$ cat config.mk
export PLATFORM = sky130hd
export DESIGN_NAME = gradient_frame_ctrl
export DESIGN_NICKNAME = d
export VERILOG_FILES = /design/src/rtl/gradient_frame_ctrl.sv
export SDC_FILE = /design/constraint.sdc
export NUM_CORES = 1
export LEC_CHECK = 0
export BUFFER_PORTS_ARGS = -buffer_cell sky130_fd_sc_hd__clkbuf_2
export CAP_MARGIN = 20
export CORE_UTILIZATION = 55
export CTS_CLUSTER_SIZE = 25
export DETAILED_ROUTE_END_ITERATION = 16
export HOLD_SLACK_MARGIN = 0.02
export PLACE_DENSITY = 0.78
export SLEW_MARGIN = 40
export SYNTH_ARGS = -nofsm -noshare
export SYNTH_HDL_FRONTEND = slang
export SYNTH_SLANG_ARGS = --single-unit
$ cat constraint.sdc
create_clock -name clk -period 7.09 [get_ports clk]
set_input_delay 0.3545 -clock clk [delete_from_list [all_inputs] [get_ports clk]]
set_output_delay 0.3545 -clock clk [all_outputs]
set_load 0.02 [all_outputs]
$ cat src/rtl/gradient_frame_ctrl.sv
`default_nettype none
// ============================================================================
// Module   : gradient_frame_ctrl
// Purpose  : Frame sequencer ahead of the 3x3 gradient window buffer. Latches
//            frame size, clears the buffer, gates the pixel stream with
//            row blanking, and checks the emitted window count.
// Revision : 1.0 - initial release
// ============================================================================
module gradient_frame_ctrl #(
    parameter int DATAWID   = 12,
    parameter int MAX_DIM   = 1024,
    parameter int MIN_DIM   = 3,
    parameter int CLR_CYC   = 4,
    parameter int LINE_GAP  = 2,
    parameter int DRAIN_CYC = 4
) (
    input  logic               clk,
    input  logic               rst,
    input  logic               start,
    input  logic [10:0]        cfg_ih,
    input  logic [10:0]        cfg_iw,
    input  logic               abort,
    input  logic               s_valid,
    input  logic [DATAWID-1:0] s_data,
    output logic               s_ready,
    output logic               buf_rst,
    output logic               buf_din_valid,
    output logic [DATAWID-1:0] buf_din,
    output logic [10:0]        buf_ih,
    output logic [10:0]        buf_iw,
    input  logic               win_valid,
    output logic               busy,
    output logic               frame_done,
    output logic               frame_err,
    output logic               cfg_err,
    output logic [21:0]        win_count
);

    localparam logic [2:0]  c_st_idle   = 3'd0;
    localparam logic [2:0]  c_st_clear  = 3'd1;
    localparam logic [2:0]  c_st_active = 3'd2;
    localparam logic [2:0]  c_st_gap    = 3'd3;
    localparam logic [2:0]  c_st_drain  = 3'd4;
    localparam logic [2:0]  c_st_done   = 3'd5;

    localparam logic [10:0] c_min_dim   = MIN_DIM[10:0];
    localparam logic [10:0] c_max_dim   = MAX_DIM[10:0];
    // Last value of the dwell counter in each timed state.
    localparam logic [7:0]  c_clr_last  = 8'(CLR_CYC - 1);
    localparam logic [7:0]  c_gap_last  = 8'(LINE_GAP - 1);
    localparam logic [7:0]  c_drn_last  = 8'(DRAIN_CYC - 1);

    logic [2:0]  r_state;
    logic [2:0]  w_next;
    logic [7:0]  r_cnt;
    logic [10:0] r_row;
    logic [10:0] r_col;

    logic        w_idle;
    logic        w_cfg_ok;
    logic        w_accept;
    logic        w_fire;
    logic        w_last_col;
    logic        w_last_row;
    logic        w_counting;
    logic [21:0] w_win_next;
    logic [21:0] w_exp;

    assign w_idle     = (r_state == c_st_idle);
    assign s_ready    = (r_state == c_st_active);
    assign w_cfg_ok   = (cfg_ih >= c_min_dim) && (cfg_ih <= c_max_dim) &&
                        (cfg_iw >= c_min_dim) && (cfg_iw <= c_max_dim);
    assign w_accept   = w_idle && start && w_cfg_ok;
    assign w_fire     = s_valid && s_ready;
    assign w_last_col = (r_col == buf_iw - 11'd1);
    assign w_last_row = (r_row == buf_ih - 11'd1);
    assign w_counting = (r_state == c_st_clear) || (r_state == c_st_active) ||
                        (r_state == c_st_gap)   || (r_state == c_st_drain);
    // Window count as it will stand after this edge; the DONE check uses it
    // so a window arriving on the final drain cycle is not missed.
    assign w_win_next = (w_counting && win_valid && (win_count != 22'h3F_FFFF)) ?
                        win_count + 22'd1 : win_count;
    assign w_exp      = ({11'd0, buf_ih} - 22'd2) * ({11'd0, buf_iw} - 22'd2);

    // Next-state decode; abort overrides every transition outside IDLE.
    always_comb begin
        w_next = r_state;
        case (r_state)
            c_st_idle:   if (w_accept) w_next = c_st_clear;
            c_st_clear:  if (r_cnt == c_clr_last) w_next = c_st_active;
            c_st_active: begin
                if (w_fire && w_last_col) begin
                    if (w_last_row)       w_next = c_st_drain;
                    else if (LINE_GAP > 0) w_next = c_st_gap;
                    else                  w_next = c_st_active;
                end
            end
            c_st_gap:    if (r_cnt == c_gap_last) w_next = c_st_active;
            c_st_drain:  if (r_cnt == c_drn_last) w_next = c_st_done;
            c_st_done:   w_next = c_st_idle;
            default:     w_next = c_st_idle;
        endcase
        if (!w_idle && abort) w_next = c_st_idle;
    end

    // State, dwell counter, registered outputs and pixel position tracking.
    always_ff @(posedge clk) begin
        if (rst) begin
            r_state       <= c_st_idle;
            r_cnt         <= 8'd0;
            r_row         <= 11'd0;
            r_col         <= 11'd0;
            buf_rst       <= 1'b1;
            buf_din_valid <= 1'b0;
            buf_din       <= '0;
            buf_ih        <= 11'd0;
            buf_iw        <= 11'd0;
            busy          <= 1'b0;
            frame_done    <= 1'b0;
            frame_err     <= 1'b0;
            cfg_err       <= 1'b0;
            win_count     <= 22'd0;
        end else begin
            r_state       <= w_next;
            r_cnt         <= (w_next != r_state) ? 8'd0 : r_cnt + 8'd1;
            busy          <= (w_next != c_st_idle);
            buf_rst       <= (w_next == c_st_clear);
            buf_din_valid <= w_fire && !abort;
            if (w_fire && !abort) buf_din <= s_data;
            cfg_err       <= w_idle && start && !w_cfg_ok;
            frame_done    <= (w_next == c_st_done);
            frame_err     <= (w_next == c_st_done) && (w_win_next != w_exp);
            if (w_accept) begin
                buf_ih    <= cfg_ih;
                buf_iw    <= cfg_iw;
                r_row     <= 11'd0;
                r_col     <= 11'd0;
                win_count <= 22'd0;
            end else begin
                win_count <= w_win_next;
                if (w_fire) begin
                    if (w_last_col) begin
                        r_col <= 11'd0;
                        if (!w_last_row) r_row <= r_row + 11'd1;
                    end else begin
                        r_col <= r_col + 11'd1;
                    end
                end
            end
        end
    end

endmodule
`default_nettype wire

# Word level (Yosys, flattened, before mapping)
# Index checks and enable logic that the tools add are counted.
[op_classes]
n_bitwise = 1
n_reduce_logical = 24
add_sub_neg = 8
mul = 1
mux = 10
order_cmp = 4
eq_ne = 13
[op_table]
columns = ["operator", "n"]
rows = [
  ["subtractor 11 x 2 -> 12 bit (second input constant)", 2],
  ["adder 11 x 1 -> 11 bit (second input constant)", 2],
  ["adder 22 x 1 -> 22 bit (second input constant)", 1],
  ["equality test 11 bit", 2],
  [">= comparator 11 x 2 -> 1 bit (second input constant)", 2],
  ["less-or-equal comparator 11 bit (second input constant)", 2],
  ["multiplier 12 x 12 -> 22 bit", 1],
  ["two-way mux 22 bit", 1],
  ["inequality test 22 bit", 1],
  ["inequality test 22 bit (second input constant)", 1],
  ["subtractor 11 x 1 -> 11 bit (second input constant)", 2],
  ["two-way mux 3 bit", 7],
  ["case mux 3 bit (5 select lines)", 1],
  ["logical AND 1 bit", 13],
  ["two-way mux 11 bit", 1],
  ["adder 8 x 1 -> 8 bit (second input constant)", 1],
  ["equality test 8 x 1 -> 1 bit (second input constant)", 1],
  ["equality test 8 x 2 -> 1 bit (second input constant)", 1],
  ["equality test 3 x 1 -> 1 bit (second input constant)", 2],
  ["equality test 3 x 2 -> 1 bit (second input constant)", 2],
  ["equality test 3 bit (second input constant)", 2],
  ["OR reduction 2 bit", 2],
  ["zero test 1 bit", 3],
  ["zero test 3 bit", 1],
  ["other kinds (5)", 7],
]
[totals]
inputBits = 40
out_inout_bits = 63
regBits = 95
wordCells = 75

# Depth between registers and ports, before layout
# Gate-level depths: netlist (run 1).
[logic_depth]
depth_word = 10
mapped_depth = 27
mapped_depth_nobuf = 25

# Worst setup path before layout (run 1)
# No wires, ideal clock.
[synth_path]
kind = "flip-flop to flip-flop"
start = "reg buf_ih[4]"
end = "reg frame_err"
slack_ns = -0.033
path_buffers = 1
arrival_ns = 7.004
setup_time_ns = 0.120
path_stages_with_launch = 24
path_cell_list = "dfxtp_1 -> buf_2 -> or4_1 -> or3_1 -> nor3_1 -> nand2_1 -> fa_1 -> inv_1 -> fa_1 -> fa_1 -> inv_1 -> fa_1 -> fa_1 -> inv_1 -> ha_1 -> or4_1 -> o311a_1 -> a21oi_1 -> o21ai_0 -> a31o_2 -> a21oi_1 -> xnor2_1 -> or4_1 -> o31a_1"
[synth_via]
elab_chain_len = 8
word_cells_on_any_way = 11
[synth_lines]
columns = ["element", "line", "source"]
rows = [
  ["start, declared", "29", "output logic [10:0] buf_ih,"],
  ["start signal, assigned", "134", "buf_ih <= cfg_ih;"],
  ["branches (longest 7 deep; another with multiplier 12 x 12 -> 22 bit)", "--", ""],
  ["logical AND 1 bit (*)", "132", "frame_err <= (w_next == c_st_done) && (w_win_next != w_exp);"],
  ["end signal, assigned", "132", ""],
  ["end, declared", "34", "output logic frame_err,"],
]
# Every way passes the cells marked *.
# A chain may end at the register's enable or synchronous reset.

# Worst setup path in the final report (run 1)
# Ends and elaborated chain as after synthesis.

==> metrics.txt, run 1 <==
status finished clean; CTS root buf clkbuf_16; syn_area_per_cell 8.46 um2; vias in the first global route 8997; Least-Margin Pin Slew 0.775 ns; launching point of the worst reg2reg path buf_ih[4]; Synth Area in XOR/XNOR 11.5%; via count of the routed design 8861; post-synthesis cell type count 61; CP max stage delay 0.56 ns; fin nets 1551; IO Pins 103; crit end category flop; Most common cell on crit path fa_1; Post CTS Setup Buffer Count 0; wire per inst 16.4 um; met3 Use GR 3.54%; total core area 18200 um2; Hold Path Class in -> reg; synthesized flop and latch total 95; WHS Endpoint buf_din[10]; Post-Syn Nets 1453; Total GRT Usage 27.1%; mux contribution to synthesized area 2.41%; die width 139 um; r2r setup slk 0.22 ns; Post-synth ARST share 0%; f_max 145 MHz; adder-cell share of the synthesized area 31.5%; final WL 25.6 mm; Syn. warnings 0; post-detailed-route count of antenna-violating nets 0; Synth Flop Type dfxtp_1; post-detail-place hpwl 20.3 mm; final worst slack 0.216 ns; critical path cell sequence or4_4, or3_4, xor2_1, buf_4, or2_2, fa_1, inv_1, ha_1, fa_1, inv_1, fa_1, fa_1, inv_1, ha_1, or4_1, o311a_1, a21oi_2, o21ai_1, a31o_2, a21oi_2, xnor2_1, or4_4, o31a_1; Final Max Slew Viols 0; post-synthesis sequential area ratio 18.3%; Worst Skew 0.00831 ns; met1 Track Usage GR 32.7%; Sink Count 95; die area 19400 um2; area taken by multi-input logic gates 7730 um2; M2 GR Usage 48.8%; Placer Congestion 0.916; Critical Path AT 7.12 ns; first-pass GRT wire length 42.3 mm; Critical Path RT 7.34 ns; Fillers 1502; Clock Tree Buf Depth 2; # port buffers 102; Worst Setup Start Kind flop; post-synthesis simple-gate area fraction 21.0%; total grt overflow 0; vias per cell 5.68; r2r endpoint frame_err; final count of hold timing violations 0; worst rel slew slack 48.2%; Worst Path Max Fanout 5; number of buffers created by CTS 9; CTS Hold Bufs 0; worst hold path depth 3; max_cap viols 0; crit path time final 6.87 ns; register area 1900 um2; final setup vio count 0; Reg clk slew, reported paths 0.08 ns; Starting Density 57.1%; DRC errors left 0; synthesized area 10400 um2; initial drt markers 533; most used routing layer met2; Tcrit/Tclk final 97.0%; CTS tree built; Rows 49; complex-gate fraction of the synthesized area 7.24%; R2R cell count 23; Min-Delay Startpoint s_data[10]; initial antenna violation count 0; htree depth 3; main combinational cell family by area after synthesis adder cells; crit path kind reg -> reg; post-cts gate resize count 0; CP max stage cell or4_4; Post-synth EDFFs 0; Die H 139 um; Pre-Repair DR Iteration Count 5; largest net degree at the start of global routing 45; # diodes 0; fraction of layout cells with a size suffix above 1 16.4%; clock latency on the worst-skew pair 0.36 ns; Cells after Synth 1228; pre-CTS WS 0.125 ns; Layout area overhead 12.4%
area by class of cell:
type,instances,share of cell area (%)
flip-flops and latches,95,16.3
well taps,229,2.45
inverters,169,5.43
clock inverters,7,0.825
clock buffers,9,1.93
multi-input cells,911,66.2
repair buffers,140,6.82
kinds of logic after synthesis:
kind of cell / Yosys count
xor+xnor: 135
buf+inv: 222
compound gates: 110
simple gates: 456
mux: 25
flops: 95
fa+ha+maj: 185
placed cells by master, fill, tap and decap left out, types with 4 or more instances in the layout:
cell type	synthesis	routed
nand4_1	17	17
nand2_1	73	73
o21a_1	6	6
buf_4	0	38
fa_1	128	127
nand3_1	30	30
nor4_1	14	14
nor2_1	201	200
nor4b_1	5	4
a21oi_1	33	31
a211oi_1	6	6
mux2i_1	25	25
or3_1	6	5
and3_1	11	11
ha_1	57	55
or2_2	28	28
o21ai_0	21	18
o2111ai_1	4	4
and4_1	4	4
dfxtp_1	95	95
clkbuf_2	0	101
clkbuf_16	0	9
inv_1	167	167
xnor2_1	76	74
a31oi_1	5	5
nand2b_1	15	15
and2_1	11	11
o21ai_1	1	4
nor3_1	22	20
xor2_1	58	58
nor3b_1	4	4
through the flow:
step                TNS, ns  instance area [um2]  std cells  utilization [%]  hold WS (ns)
floorplan                 0                10400       1228                -         0.445
global route        -0.0109                11700       1560             64.1         0.213
CTS                       0                11600       1560             63.7         0.206
finish                    0                11700       1560             64.1         0.209
detailed placement        0                11300       1544             62.0         0.449
global placement          0                11300       1544             62.0         0.442
worst max-delay path by stage:
stage	from	endpoint
finish	buf_ih[4]	frame_err
global route	buf_ih[1]	frame_err
CTS	buf_ih[4]	frame_err
detailed placement	buf_ih[4]	frame_err
global placement	buf_ih[4]	frame_err
floorplan	buf_ih[4]	frame_err
worst max-delay path, delay by kind of cell (launching register included):
family	cells	cell delay (ns)
AO/OA/AOI/OAI	6	1.09
XOR/XNOR	2	0.27
adder cells (fa/ha/maj)	6	2.62
buffers and inverters	4	0.30
flip-flops	1	0.31
AND/OR/NAND/NOR	5	2.16
cells in the mapped netlist (all sizes together) (18+ instances only):
library cell / count / area (um2)
a21oi: 33 / 165
clkbuf: 52 / 195
dfxtp: 95 / 1900
fa: 128 / 2560
ha: 57 / 713
inv: 169 / 634
mux2i: 25 / 250
nand2: 73 / 274
nand3: 30 / 150
nand4: 18 / 119
nor2: 201 / 754
nor3: 23 / 120
o21ai: 22 / 110
or2: 28 / 175
xnor2: 76 / 666
xor2: 58 / 508
per-layer routing:
| metal | share of wire, % | wire (um) |
|---|---|---|
| met4 | 3.8 | 962 |
| met2 | 50 | 12700 |
| met5 | 0 | 0 |
| met3 | 5.9 | 1520 |
| met1 | 41 | 10500 |
state kept, by name, indices dropped and copies added (netlist names), 3 cells and up:
register   flops
r_row         11
buf_ih        11
buf_iw        11
buf_din       12
win_count     22
r_state        3
r_col         11
r_cnt          8
Power of run 1 is left out: the tool's default activity adds up to more than one toggle a clock period on the data nets, which glitch-free logic cannot reach.
==> run 2, diff against run 1 <==
ABC_AREA = 1   (was default)
==> run 2 against run 1 <==
Non-clock buffer count is 25 lower. Clock-buffer cell count stayed put. Cell area is 3.8% higher. Critical path depth is 9 higher. Via count is 11% higher. Sequential cell count stayed put. Worst hold slack better by 0.018 ns. Routed wire length is 11% higher. Clock skew is 0.0091 ns higher. Synthesized cell count is 23% higher. Cell count is 20% higher. Critical path type unchanged. Critical endpoint unchanged. Highest routed layer unchanged.
==> metrics.txt, run 2 <==
status finished clean (unchanged); r2r endpoint frame_err (unchanged); launching point of the worst reg2reg path buf_iw[1] (was buf_ih[4]); f_max 151 MHz (was 145 MHz); Post-Syn Nets 1739 (was 1453); via count of the routed design 9836 (was 8861); Worst Setup Start Kind flop (unchanged); Synth Flop Type dfxtp_1 (unchanged); # port buffers 102 (unchanged); leading cell type in the layout, fill and taps excluded inv_1 (was nor2_1); Critical Path RT 7.34 ns (about the same); fin nets 1830 (was 1551); R2R cell count 32 (was 23); DP Cell Count 1859 (was 1544); Cells after Synth 1514 (was 1228); die area 20600 um2 (was 19400 um2); post-cts gate resize count 0 (unchanged); syn_area_per_cell 7.26 um2 (was 8.46 um2); Regs by FF count win_count: 22 flops, buf_din: 12 flops (unchanged); crit end category flop (unchanged); initial drt markers 633 (was 533); largest reg by FF count win_count (unchanged); Min-Delay Startpoint s_data[9] (was s_data[10]); crit path time final 6.60 ns (was 6.87 ns); Post-synth ARST share 0% (unchanged); Placer Congestion 0.949 (was 0.916); CP max stage delay 0.55 ns (was 0.56 ns); number of buffers created by CTS 9 (unchanged); Layout area overhead 10.1% (was 12.4%); Post CTS Setup Buffer Count 0 (unchanged); most frequent cell after synthesis inv_1 (was nor2_1); post-synthesis sequential area ratio 17.3% (was 18.3%); CTS tree built (unchanged); final count of hold timing violations 0 (unchanged); Pre-Repair DR Iteration Count 5 (unchanged); Starting Density 56.3% (was 57.1%); Sink Count 95 (unchanged); Syn. warnings 0 (unchanged); Tcrit/Tclk final 93.2% (was 97.0%); Most common cell on crit path nand2_1 (was fa_1); largest net degree at the start of global routing 45 (unchanged); htree depth 3 (unchanged); vias in the first global route 9704 (was 8997); Critical Path AT 6.86 ns (was 7.12 ns); max_cap viols 0 (unchanged); commonest cells in the netlist inv_1, nand2_1, nor2_1 (was nor2_1, inv_1, fa_1); worst hold path depth 3 (unchanged); RSZ-0062 raised after global routing no; largest area contributor in the netlist fa_1 (unchanged); Worst Skew 0.0174 ns (was 0.00831 ns); total core area 19500 um2 (was 18200 um2); wire per inst 15.2 um (was 16.4 um); commonest non-fill, non-tap cells in the layout inv_1, nand2_1, nor2_1, fa_1, clkbuf_2 (was nor2_1, inv_1, fa_1, clkbuf_2, dfxtp_1); clock latency on the worst-skew pair 0.37 ns (was 0.36 ns); Worst Path Max Fanout 11 (was 5); fraction of layout cells with a size suffix above 1 11.7% (was 16.4%); post-detailed-route count of antenna-violating nets 0 (unchanged); final setup vio count 0 (unchanged); crit path kind reg -> reg (unchanged); synthesized flop and latch total 95 (unchanged); final setup TNS 0 ns (unchanged); post-detail-place hpwl 23.1 mm (was 20.3 mm); CP max stage cell fa_1 (was or4_4); max FFs per register 22 (unchanged); Clock Tree Buf Depth 2 (unchanged); Post-synth EDFFs 0 (unchanged); Reg clk slew, reported paths 0.09 ns (was 0.08 ns); Yosys top cell area share 23.3% (was 24.7%); Total GRT Usage 29.4% (was 27.1%); IO Pins 103 (unchanged); die width 143 um (was 139 um); Final Max Slew Viols 0 (unchanged); Die H 143 um (was 139 um); final WL 28.6 mm (was 25.6 mm); post-synthesis cell type count 49 (was 61); # diodes 0 (unchanged); Post-Layout Cell Count 1875 (was 1560); largest cells by area after synthesis fa_1, dfxtp_1, inv_1, nand2_1, nor2_1 (was fa_1, dfxtp_1, nor2_1, ha_1, xnor2_1); vias per cell 5.25 (was 5.68); DRC errors left 0 (unchanged); Least-Margin Pin Slew 0.700 ns (was 0.775 ns); CTS Hold Bufs 0 (unchanged); initial antenna violation count 0 (unchanged); worst rel slew slack 53.3% (was 48.2%); Hold Path Class in -> reg (unchanged); synthesized area 11000 um2 (was 10400 um2); r2r setup slk 0.49 ns (was 0.22 ns); first-pass GRT wire length 46.8 mm (was 42.3 mm); WHS Endpoint buf_din[9] (was buf_din[10]); total grt overflow 0 (unchanged); CTS root buf clkbuf_16 (unchanged); Rows 51 (was 49)
-- run 2: layout make-up --
type / count / area, um2
multi-input combinational: 1080 / 7820
tap: 265 / 332
sequential: 95 / 1900
timing repair buffer: 115 / 608
clock inverter: 7 / 83.8
clock buffer: 9 / 225
inverter: 304 / 1140
fill: 1806 / 7410
-- run 2: layer usage --
metal | up-vias | track usage (%) | share of wire, %
met1 | 4625 | 36.1 | 41
met5 | - | 0 | 0
met2 | 364 | 52.9 | 50
met4 | 0 | 8.57 | 2.4
li1 | 4786 | - | -
met3 | 61 | 4.37 | 6.6
-- run 2: how the worst max path moves through the flow --
stage / slack, ns / cells past startpoint / endpoint / start
2_1_floorplan: 0.92 / 35 / frame_err / buf_iw[1]
3_3_place_gp: 0.68 / 32 / frame_err / buf_iw[5]
3_5_place_dp: 0.41 / 30 / frame_err / buf_iw[5]
4_1_cts: 0.40 / 30 / frame_err / buf_iw[5]
5_1_grt: 0.06 / 32 / frame_err / buf_iw[2]
6_report: 0.49 / 32 / frame_err / buf_iw[1]
-- run 2: critical path: cells and delay by family, from the launching register on --
kind / cells / cell delay [ns]
buf+inv: 6 / 0.88
simple gates: 14 / 1.24
xor+xnor: 2 / 0.33
compound gates: 3 / 0.38
fa+ha+maj: 7 / 3.30
flops: 1 / 0.34
-- run 2: cell families (layout without fill, tap and decap cells) --
logic type      after synthesis  count (layout)  synth area share [%]
compound gates              118             118                  5.86
fa+ha+maj                   185             185                  29.8
flops                        95              95                  17.3
simple gates                673             673                  27.1
xor+xnor                    104             104                  8.28
buf+inv                     339             435                  11.7
-- run 2: metrics by stage --
| step | utilization [%] | setup WS (ns) | cell area [um2] | hold slack [ns] |
|---|---|---|---|---|
| after global placement | 60.4 | 0.677 | 11800 | 0.448 |
| after floorplan | - | 0.918 | 11000 | 0.438 |
| after detailed placement | 60.4 | 0.415 | 11800 | 0.455 |
| after global routing | 62.0 | 0.0562 | 12100 | 0.225 |
| after CTS | 62.0 | 0.401 | 12100 | 0.222 |
| final | 62.0 | 0.485 | 12100 | 0.227 |
Power of run 2 is left out for the same reason.
